## src/rtl/sc_disp_pkg.sv

```systemverilog
// ============================================================================
// Module : sc_disp_pkg
// Brief  : Shared segment codes, FSM state type and BCD sizing for sc_port_display.
// Rev    : 1.0
// ============================================================================
`default_nettype none

package sc_disp_pkg;

    // Active-low segment patterns, bit order g..a
    localparam logic [6:0] SEG_0     = 7'h40;
    localparam logic [6:0] SEG_1     = 7'h79;
    localparam logic [6:0] SEG_2     = 7'h24;
    localparam logic [6:0] SEG_3     = 7'h30;
    localparam logic [6:0] SEG_4     = 7'h19;
    localparam logic [6:0] SEG_5     = 7'h12;
    localparam logic [6:0] SEG_6     = 7'h02;
    localparam logic [6:0] SEG_7     = 7'h78;
    localparam logic [6:0] SEG_8     = 7'h00;
    localparam logic [6:0] SEG_9     = 7'h10;
    localparam logic [6:0] SEG_BLANK = 7'h7F;
    localparam logic [6:0] SEG_DASH  = 7'h3F;

    typedef enum logic [1:0] {
        IDLE   = 2'd0,
        LOAD   = 2'd1,
        SHIFT  = 2'd2,
        UPDATE = 2'd3
    } state_t;

    // Decimal digits needed for 2^data_w-1: floor(data_w*log10(2))+1
    function automatic int bcd_digits(input int data_w);
        return (data_w * 30103) / 100000 + 1;
    endfunction

endpackage

`default_nettype wire

```

## src/rtl/sc_seg7_decode.sv

```systemverilog
// ============================================================================
// Module : sc_seg7_decode
// Brief  : Combinational BCD digit to active-low seven-segment pattern.
// Rev    : 1.0
// ============================================================================
`default_nettype none

module sc_seg7_decode
    import sc_disp_pkg::*;
(
    input  logic [3:0] i_bcd,
    output logic [6:0] o_seg
);

    always_comb begin
        o_seg = SEG_BLANK;
        case (i_bcd)
            4'd0:    o_seg = SEG_0;
            4'd1:    o_seg = SEG_1;
            4'd2:    o_seg = SEG_2;
            4'd3:    o_seg = SEG_3;
            4'd4:    o_seg = SEG_4;
            4'd5:    o_seg = SEG_5;
            4'd6:    o_seg = SEG_6;
            4'd7:    o_seg = SEG_7;
            4'd8:    o_seg = SEG_8;
            4'd9:    o_seg = SEG_9;
            default: o_seg = SEG_BLANK;
        endcase
    end

endmodule

`default_nettype wire

```

## src/rtl/sc_port_display.sv

```systemverilog
// ============================================================================
// Module : sc_port_display
// Brief  : Sequential double-dabble binary-to-decimal converter driving
//          DIGITS active-low seven-segment displays. Optional macro
//          SC_DISP_LZB_EN enables leading-zero blanking.
// Rev    : 1.0
// ============================================================================
`default_nettype none

module sc_port_display
    import sc_disp_pkg::*;
#(
    parameter int DATA_W = 32,
    parameter int DIGITS = 6
) (
    input  logic                  clock,
    input  logic                  resetn,
    input  logic [DATA_W-1:0]     value,
    output logic [7*DIGITS-1:0]   hex,
    output logic                  busy,
    output logic                  done
);

    localparam int C_BCD_N = (bcd_digits(DATA_W) > DIGITS) ? bcd_digits(DATA_W) : DIGITS;
    localparam int C_BCD_W = 4 * C_BCD_N;
    localparam int C_CNT_W = $clog2(DATA_W + 1);
    localparam logic [C_CNT_W-1:0] C_CNT_LAST = C_CNT_W'(DATA_W - 1);

    state_t                       r_state;
    state_t                       w_next;
    logic [DATA_W-1:0]            r_last;
    logic                         r_first;
    logic [DATA_W-1:0]            r_shreg;
    logic [C_BCD_W-1:0]           r_bcd;
    logic [C_CNT_W-1:0]           r_cnt;
    logic                         r_busy;
    logic                         r_done;
    logic [7*DIGITS-1:0]          r_hex;

    logic [C_BCD_W-1:0]           w_adj;
    logic [C_BCD_W+DATA_W-1:0]    w_shift;
    logic [7*DIGITS-1:0]          w_seg;
    logic [7*DIGITS-1:0]          w_disp;
    logic                         w_ovf;

    always_ff @(posedge clock or negedge resetn) begin
        if (!resetn) r_state <= IDLE;
        else         r_state <= w_next;
    end

    always_comb begin
        w_next = r_state;
        case (r_state)
            IDLE:    if (r_first || (value != r_last)) w_next = LOAD;
            LOAD:    w_next = SHIFT;
            SHIFT:   if (r_cnt == C_CNT_LAST) w_next = UPDATE;
            UPDATE:  w_next = IDLE;
            default: w_next = IDLE;
        endcase
    end

    // Add-3 correction on every nibble before each shift
    always_comb begin
        w_adj = r_bcd;
        for (int i = 0; i < C_BCD_N; i++) begin
            if (r_bcd[4*i +: 4] >= 4'd5) w_adj[4*i +: 4] = r_bcd[4*i +: 4] + 4'd3;
        end
    end

    assign w_shift = {w_adj, r_shreg} << 1;

    always_comb begin
        w_ovf = 1'b0;
        for (int i = DIGITS; i < C_BCD_N; i++) begin
            if (r_bcd[4*i +: 4] != 4'd0) w_ovf = 1'b1;
        end
    end

    for (genvar k = 0; k < DIGITS; k++) begin : g_digit
        sc_seg7_decode u_dec (
            .i_bcd (r_bcd[4*k +: 4]),
            .o_seg (w_seg[7*k +: 7])
        );
    end

`ifdef SC_DISP_LZB_EN
    logic w_lead;
    // Digit 0 is never blanked so zero still shows a single "0"
    always_comb begin
        w_disp = w_seg;
        w_lead = 1'b1;
        for (int k = DIGITS - 1; k >= 1; k--) begin
            if (r_bcd[4*k +: 4] != 4'd0) w_lead = 1'b0;
            if (w_lead) w_disp[7*k +: 7] = SEG_BLANK;
        end
    end
`else
    assign w_disp = w_seg;
`endif

    always_ff @(posedge clock or negedge resetn) begin
        if (!resetn) begin
            r_last  <= '0;
            r_first <= 1'b1;
            r_shreg <= '0;
            r_bcd   <= '0;
            r_cnt   <= '0;
            r_busy  <= 1'b0;
            r_done  <= 1'b0;
            r_hex   <= '1;
        end else begin
            r_done <= 1'b0;
            case (r_state)
                LOAD: begin
                    r_last  <= value;
                    r_shreg <= value;
                    r_bcd   <= '0;
                    r_cnt   <= '0;
                    r_busy  <= 1'b1;
                    r_first <= 1'b0;
                end
                SHIFT: begin
                    {r_bcd, r_shreg} <= w_shift;
                    r_cnt            <= r_cnt + 1'b1;
                end
                UPDATE: begin
                    r_hex  <= w_ovf ? {DIGITS{SEG_DASH}} : w_disp;
                    r_done <= 1'b1;
                    r_busy <= 1'b0;
                end
                default: ;
            endcase
        end
    end

    assign hex  = r_hex;
    assign busy = r_busy;
    assign done = r_done;

endmodule

`default_nettype wire
```

## config.mk

```make
export PLATFORM = sky130hd
export DESIGN_NAME = sc_port_display
export DESIGN_NICKNAME = d
export VERILOG_FILES = /design/src/rtl/sc_disp_pkg.sv /design/src/rtl/sc_seg7_decode.sv /design/src/rtl/sc_port_display.sv
export SDC_FILE = /design/constraint.sdc
export NUM_CORES = 1
export LEC_CHECK = 0
export ABC_AREA = 1
export CELL_PAD_IN_SITES_DETAIL_PLACEMENT = 1
export CELL_PAD_IN_SITES_GLOBAL_PLACEMENT = 2
export CORE_MARGIN = 2
export CORE_UTILIZATION = 25
export DETAILED_ROUTE_END_ITERATION = 8
export GPL_ROUTABILITY_DRIVEN = 0
export GPL_TIMING_DRIVEN = 1
export PLACE_DENSITY = 0.56
export SYNTH_ARGS = -nofsm -noshare
export SYNTH_HDL_FRONTEND = slang
export SYNTH_SLANG_ARGS = --single-unit
```

## constraint.sdc

```tcl
create_clock -name clock -period 3.8 [get_ports clock]
set_input_delay 0.38 -clock clock [delete_from_list [all_inputs] [get_ports clock]]
set_output_delay 0.38 -clock clock [all_outputs]
set_load 0.005 [all_outputs]
```

==> results.sh, run 1 <==
export IMPL_holdBufCountCts=0
export IMPL_synth_edff_count=0
export IMPL_cts_made_buffers=17
export IMPL_finalHoldViolCount=6
export IMPL_stdcell_count=1542
export IMPL_rrSetupSlack_ps=1690
export IMPL_cts_repair_resized=0
export IMPL_drc=0
export IMPL_worst_pin_slew_ps=803
export IMPL_min_period_ps=2110
export IMPL_drt_first_pass_iters=4
export IMPL_ys_flop_type="dfrtp_1"
export IMPL_ys_ff_latch=157
export IMPL_status="finished, violations left"
export IMPL_hold_path_class="primary input to asynchronous set/reset pin"
export IMPL_area_growth_pct=22.3
export IMPL_p_leak_nw=4.79
export IMPL_synth_warnings=0
export IMPL_max_cap_viol_count=0
export IMPL_cts_setup_buffers=0
export IMPL_tritoncts="done"
export IMPL_endpoint_kind="register"
export IMPL_num_rows=67
export IMPL_die_w_um=189
export IMPL_synth_nets=1095
export IMPL_fin_setup_tns_ps=0
export IMPL_dp_hpwl_um=17500
export IMPL_min_period_over_period=0.556
export IMPL_path_delay_family="buffers and inverters"
export IMPL_diodes=0
export IMPL_post_place_cells=1510
export IMPL_ioPinCount=78
export IMPL_fmax_ghz=0.474
export IMPL_core_area_um2=33500
export IMPL_grt_max_degree=73
export IMPL_clk_pin_slew_ps=70
export IMPL_final_nets=1162
export IMPL_wl_per_cell_um=16.0
export IMPL_cts_sinks=157
export IMPL_fp_dieH_um=189
export IMPL_io_buffers=77
export IMPL_async_flop_share=1.00
export IMPL_path_buf_inv=3
export IMPL_htree_levels=4
export IMPL_fin_skew_ps=13.2
export IMPL_arrival_ps=2470
export IMPL_vias_per_cell=4.53
export IMPL_grt_pass1_vias=7378
export IMPL_start_util=0.254
export IMPL_wirelength_um=24700
export IMPL_synth_cell_type_count=46
export IMPL_setup_viol=0
export IMPL_cp_slowest_stage_delay_ps=560
export IMPL_ir_drop_mv=0.309
export IMPL_insertion_delay_ps=440
export IMPL_ant_nets=0
export IMPL_ys_seq_area_frac=0.468
export IMPL_antenna_found_initial=0
export IMPL_total_power_mw=5.22
export IMPL_grt_pass1_wl_um=41300
export IMPL_worstSetupPathType="register to register"
export IMPL_die_area_um2=35500
export IMPL_clockBufferDepth=2
export IMPL_fillCellCount=3972
export IMPL_grt_setup_unrepaired="no"
export IMPL_vias=6991
export IMPL_grt_overflow=0
export IMPL_report_final_slew_viol_count=0
export IMPL_worstPathRequired_ps=4150
export IMPL_syn_area_per_cell_um2=8.39
export IMPL_crit_chain="inv_1 -> ha_1 -> nand2_2 -> inv_2 -> buf_12 -> o21ai_0 -> o22ai_1"
export IMPL_first_iter_violations=193
export IMPL_syn_inst=1014
export IMPL_synth_area_um2=8510
export IMPL_start_kind="register"
export IMPL_grt_usage=0.146
export IMPL_powerDensity_nw_per_um2=501
export IMPL_cp_max_fo=41
export IMPL_fin_hold_ws_ps=-13.4
export IMPL_slew_headroom=0.464
export IMPL_crit_slowest_cell="ha_1"
export IMPL_failed_checks="negative hold slack"
export IMPL_drive_gt1_frac=0.111
export IMPL_cts_root_buf="clkbuf_16"
## per-layer routing
metal  global-route usage  vias up  routed length (um)
li1                     -     3478                   -
met1                0.203     3416               12300
met2                0.238       81               11500
met3               0.0231       16                 598
met4               0.0361        0                 233
met5                    0        -                   0
## power by group
part,internal [mW],switching [mW],leakage (nW)
clock network,1.19,0.759,0.310
logic,0.495,0.678,2.61
registers,1.90,0.194,1.87
total,3.59,1.63,4.79
## registers in the layout, indices dropped and copies added, names as in the netlist
name and cells:
hex 42, r_bcd 40, done 1, r_last 32, r_shreg 32, r_first 1
r_state 2, busy 1, r_cnt 6
## final cells by class
cell class                      instances  area, um^2  share of cell area
Sequential cell                       157        3980               0.382
Multi-Input combinational cell        688        3840               0.369
Timing Repair Buffer                   87         885              0.0850
Tap cell                              448         561              0.0538
Inverter                              130         490              0.0471
Clock buffer                           19         443              0.0425
Clock inverter                         13         213              0.0204
## per-stage QoR
stage / instance area, um^2 / worst slack, ps / utilization
finish: 10400 / 1690 / 0.311
global route: 10400 / 1460 / 0.311
CTS: 10400 / 1630 / 0.311
detailed placement: 9760 / 1640 / 0.291
global placement: 9760 / 1680 / 0.291
floorplan: 8510 / 2190 / -
## cells by family after synthesis
logic type / count (synthesis) / synth area share
and+or+nand+nor: 400 / 0.192
adders and majority gates: 47 / 0.0691
AOI/OAI and AO/OA: 226 / 0.174
buffers and inverters: 169 / 0.0814
xor gates and xnor gates: 15 / 0.0154
DFF: 157 / 0.468
## path summary, 6_finish.rpt
path	cells after the start	startpoint	endpoint
max reg2reg	7	r_state[0]	r_bcd[33]
min	1	resetn	r_bcd[23]
min reg2reg	2	r_first	r_first
max	7	r_state[0]	r_bcd[33]
max in group asynchronous	2	resetn	hex[2]
min in group clock	2	r_first	r_first
## Yosys cell counts (2+ instances only)
master / count / area [um^2]
o311ai_1: 3 / 26.3
o221ai_1: 2 / 17.5
o311ai_0: 3 / 26.3
o32ai_1: 6 / 52.6
dfstp_2: 43 / 1130
or2_2: 6 / 37.5
nor2_1: 90 / 338
a41oi_1: 13 / 114
nand2_1: 256 / 961
clkbuf_1: 18 / 67.6
nor2_4: 3 / 33.8
nor3_1: 3 / 15.0
o22a_1: 4 / 35.0
dfrtp_1: 114 / 2850
a22oi_1: 3 / 22.5
o211ai_1: 17 / 128
inv_2: 6 / 22.5
o211ai_2: 11 / 138
nand3_1: 31 / 155
buf_6: 3 / 33.8
nand2_2: 2 / 12.5
o2111ai_1: 2 / 17.5
o21ai_0: 93 / 465
buf_4: 5 / 37.5
a21oi_1: 26 / 130
nand4_1: 3 / 18.8
a31oi_1: 12 / 75.1
xor2_1: 9 / 78.8
nor2_2: 2 / 12.5
ha_1: 47 / 588
a32o_1: 8 / 80.1
buf_2: 12 / 60.1
o22ai_1: 19 / 119
xnor2_1: 6 / 52.6
inv_1: 122 / 458
## placed cells by master (no fill, tap or decap), types with 19 or more instances in the layout
cell,count
dfstp_2,43
nor2_1,90
o21ai_0,93
inv_1,122
dfrtp_1,114
clkdlybuf4s50_1,76
nand3_1,31
o22ai_1,19
ha_1,46
a21oi_1,26
nand2_1,256
Note: power is estimated with default switching activity, not from simulation.
==> run 2: changes to the inputs <==
--- a/config.mk
+++ b/config.mk
@@ -13,7 +13,7 @@
 export DETAILED_ROUTE_END_ITERATION = 8
 export GPL_ROUTABILITY_DRIVEN = 0
 export GPL_TIMING_DRIVEN = 1
-export PLACE_DENSITY = 0.56
+export PLACE_DENSITY = 0.59
 export SYNTH_ARGS = -nofsm -noshare
 export SYNTH_HDL_FRONTEND = slang
 export SYNTH_SLANG_ARGS = --single-unit
==> constraint.sdc (replaced) <==
create_clock -name clock -period 1.7 [get_ports clock]
set_input_delay 0.17 -clock clock [delete_from_list [all_inputs] [get_ports clock]]
set_output_delay 0.17 -clock clock [all_outputs]
set_load 0.005 [all_outputs]
==> results.sh, run 2 (synthesis results as in run 1) <==
export IMPL_htree_levels=4
export IMPL_grt_pass1_wl_um=42600
export IMPL_antenna_found_initial=0
export IMPL_switching_share=0.309
export IMPL_pwr_share_seq=0.382
export IMPL_ant_nets=0
export IMPL_layout_commonest_cell="nand2_1"
export IMPL_powerDensity_nw_per_um2=1060
export IMPL_cts_sinks=157
export IMPL_final_cell_mix="nand2_1 (255), inv_1 (118), dfrtp_1 (113)"
export IMPL_arrival_ps=2040
export IMPL_cts_root_buf="clkbuf_16"
export IMPL_pwr_share_clk=0.359
export IMPL_drt_first_pass_iters=4
export IMPL_num_rows=67
export IMPL_cts_made_buffers=17
export IMPL_fin_skew_ps=11.1
export IMPL_grt_max_degree=56
export IMPL_worstSetupPathType="register to register"
export IMPL_ioPinCount=78
export IMPL_fin_ws_ps=27.4
export IMPL_worstPathRequired_ps=2070
export IMPL_fillCellCount=3962
export IMPL_min_period_ps=1670
export IMPL_vias=7305
export IMPL_clockBufferDepth=2
export IMPL_drive_gt1_frac=0.187
export IMPL_ff2ff_path_depth=9
export IMPL_insertion_delay_ps=440
export IMPL_final_nets=1248
export IMPL_final_area_um2=11300
export IMPL_max_cap_viol_count=0
export IMPL_start_util=0.254
export IMPL_report_final_slew_viol_count=0
export IMPL_cp_max_fo=6
export IMPL_min_period_over_period=0.984
export IMPL_tritoncts="done"
export IMPL_fp_dieH_um=189
export IMPL_die_w_um=189
export IMPL_area_growth_pct=32.7
export IMPL_wirelength_um=25500
export IMPL_status="completed"
export IMPL_grt_pass1_vias=7784
export IMPL_hold_path_class="primary input to asynchronous set/reset pin"
export IMPL_grt_overflow=0
export IMPL_drc=0
export IMPL_place_area_um2=10500
export IMPL_p_int_mw=8.30
export IMPL_start_kind="register"
export IMPL_first_iter_violations=248
export IMPL_slew_headroom=0.621
export IMPL_grt_setup_unrepaired="yes"
export IMPL_clk_pin_slew_ps=70
export IMPL_wl_per_cell_um=15.7
export IMPL_post_place_cells=1593
export IMPL_largest_reg_flops=42
export IMPL_finalHoldViolCount=0
export IMPL_stdcell_count=1628
export IMPL_preCtsSetupSlack_ps=-54.1
export IMPL_core_area_um2=33500
export IMPL_endpoint_kind="register"
export IMPL_comb_power_share=0.259
export IMPL_diodes=0
export IMPL_net_switching_power_mw=3.71
export IMPL_worst_pin_slew_ps=561
export IMPL_dp_hpwl_um=18500
export IMPL_die_area_um2=35500
export IMPL_p_leak_nw=5.33
export IMPL_ir_drop_mv=0.652
export IMPL_grt_usage=0.152
export IMPL_fmax_ghz=0.598
export IMPL_vias_per_cell=4.49
export IMPL_io_buffers=77
export IMPL_setup_viol=0
run 2: cell types whose count changed in the layout (fill, tap and decap cells not counted), sizes merged:
cell,before,now
clkdlybuf4s50,76,52
buf,11,95
dlymetal6s2s,0,11
clkinv,5,2
dlygate4sd2,0,13
clkbuf,19,23
dlygate4sd3,0,1
run 2: repair_timing:
item / CTS / global route
setup buffers: 0 / 1
pin swaps: 3 / 6
gates resized for setup: 19 / 38
hold endpoints to repair: 80 / 0
endpoints found under the setup margin: 25 / 67
hold buffers: 1 / 0
cloned: 0 / 1
run 2: power groups by stage:
| stage | Sequential (mW) | Combinational (mW) | Clock (mW) |
|---|---|---|---|
| after CTS | 4.59 | 3.17 | 4.49 |
| final | 4.58 | 3.11 | 4.31 |
| after detailed placement | 4.66 | 3.18 | 0 |
| after global placement | 4.66 | 3.16 | 0 |
| after floorplan | 4.59 | 1.64 | 0 |
| after global routing | 4.66 | 3.58 | 4.62 |
run 2: through the flow:
stage / setup TNS (ps) / util / hold slack (ps) / power [mW]
2_1_floorplan: 0 / - / -126 / 6.23
3_3_place_gp: -137 / 0.312 / 93.6 / 7.82
3_5_place_dp: -218 / 0.312 / 97.1 / 7.84
4_1_cts: 0 / 0.332 / 196 / 12.2
5_1_grt: -1050 / 0.337 / 209 / 12.9
6_report: 0 / 0.337 / 194 / 12.0
run 2: worst paths after layout:
check,startpoint,endpoint,slack (ps)
min,resetn,r_bcd[10],190
min in group clock,value[18],r_last[18],340
max reg2reg,r_bcd[25],hex[15],30
max,r_bcd[25],hex[15],30
max in group asynchronous,resetn,hex[33],810
min reg2reg,hex[39],hex[39],470
run 2: cell type report:
type,instances,area [um^2],area share
flip-flops and latches,157,3980,0.353
well taps,448,561,0.0496
clock buffers,22,454,0.0402
inverters,130,493,0.0437
repair buffers,173,1680,0.149
clock inverters,10,186,0.0165
multi-input cells,688,3940,0.348
run 2: per-layer routing:
layer | GRT usage | vias to the layer above | part of all wire
li1 | - | 3665 | -
met1 | 0.205 | 3540 | 0.50
met2 | 0.251 | 84 | 0.47
met3 | 0.0257 | 16 | 0.024
met4 | 0.0406 | 0 | 0.011
met5 | 0 | - | 0
run 2: worst max-delay path, cell delays in order, from the launching register on:
cell and delay, ps:
dfrtp_1 380, inv_2 90, ha_4 140, inv_2 40
nor2_4 130, nand3_2 100, nor4_4 260, nand2_4 170
buf_6 160, o22a_1 150
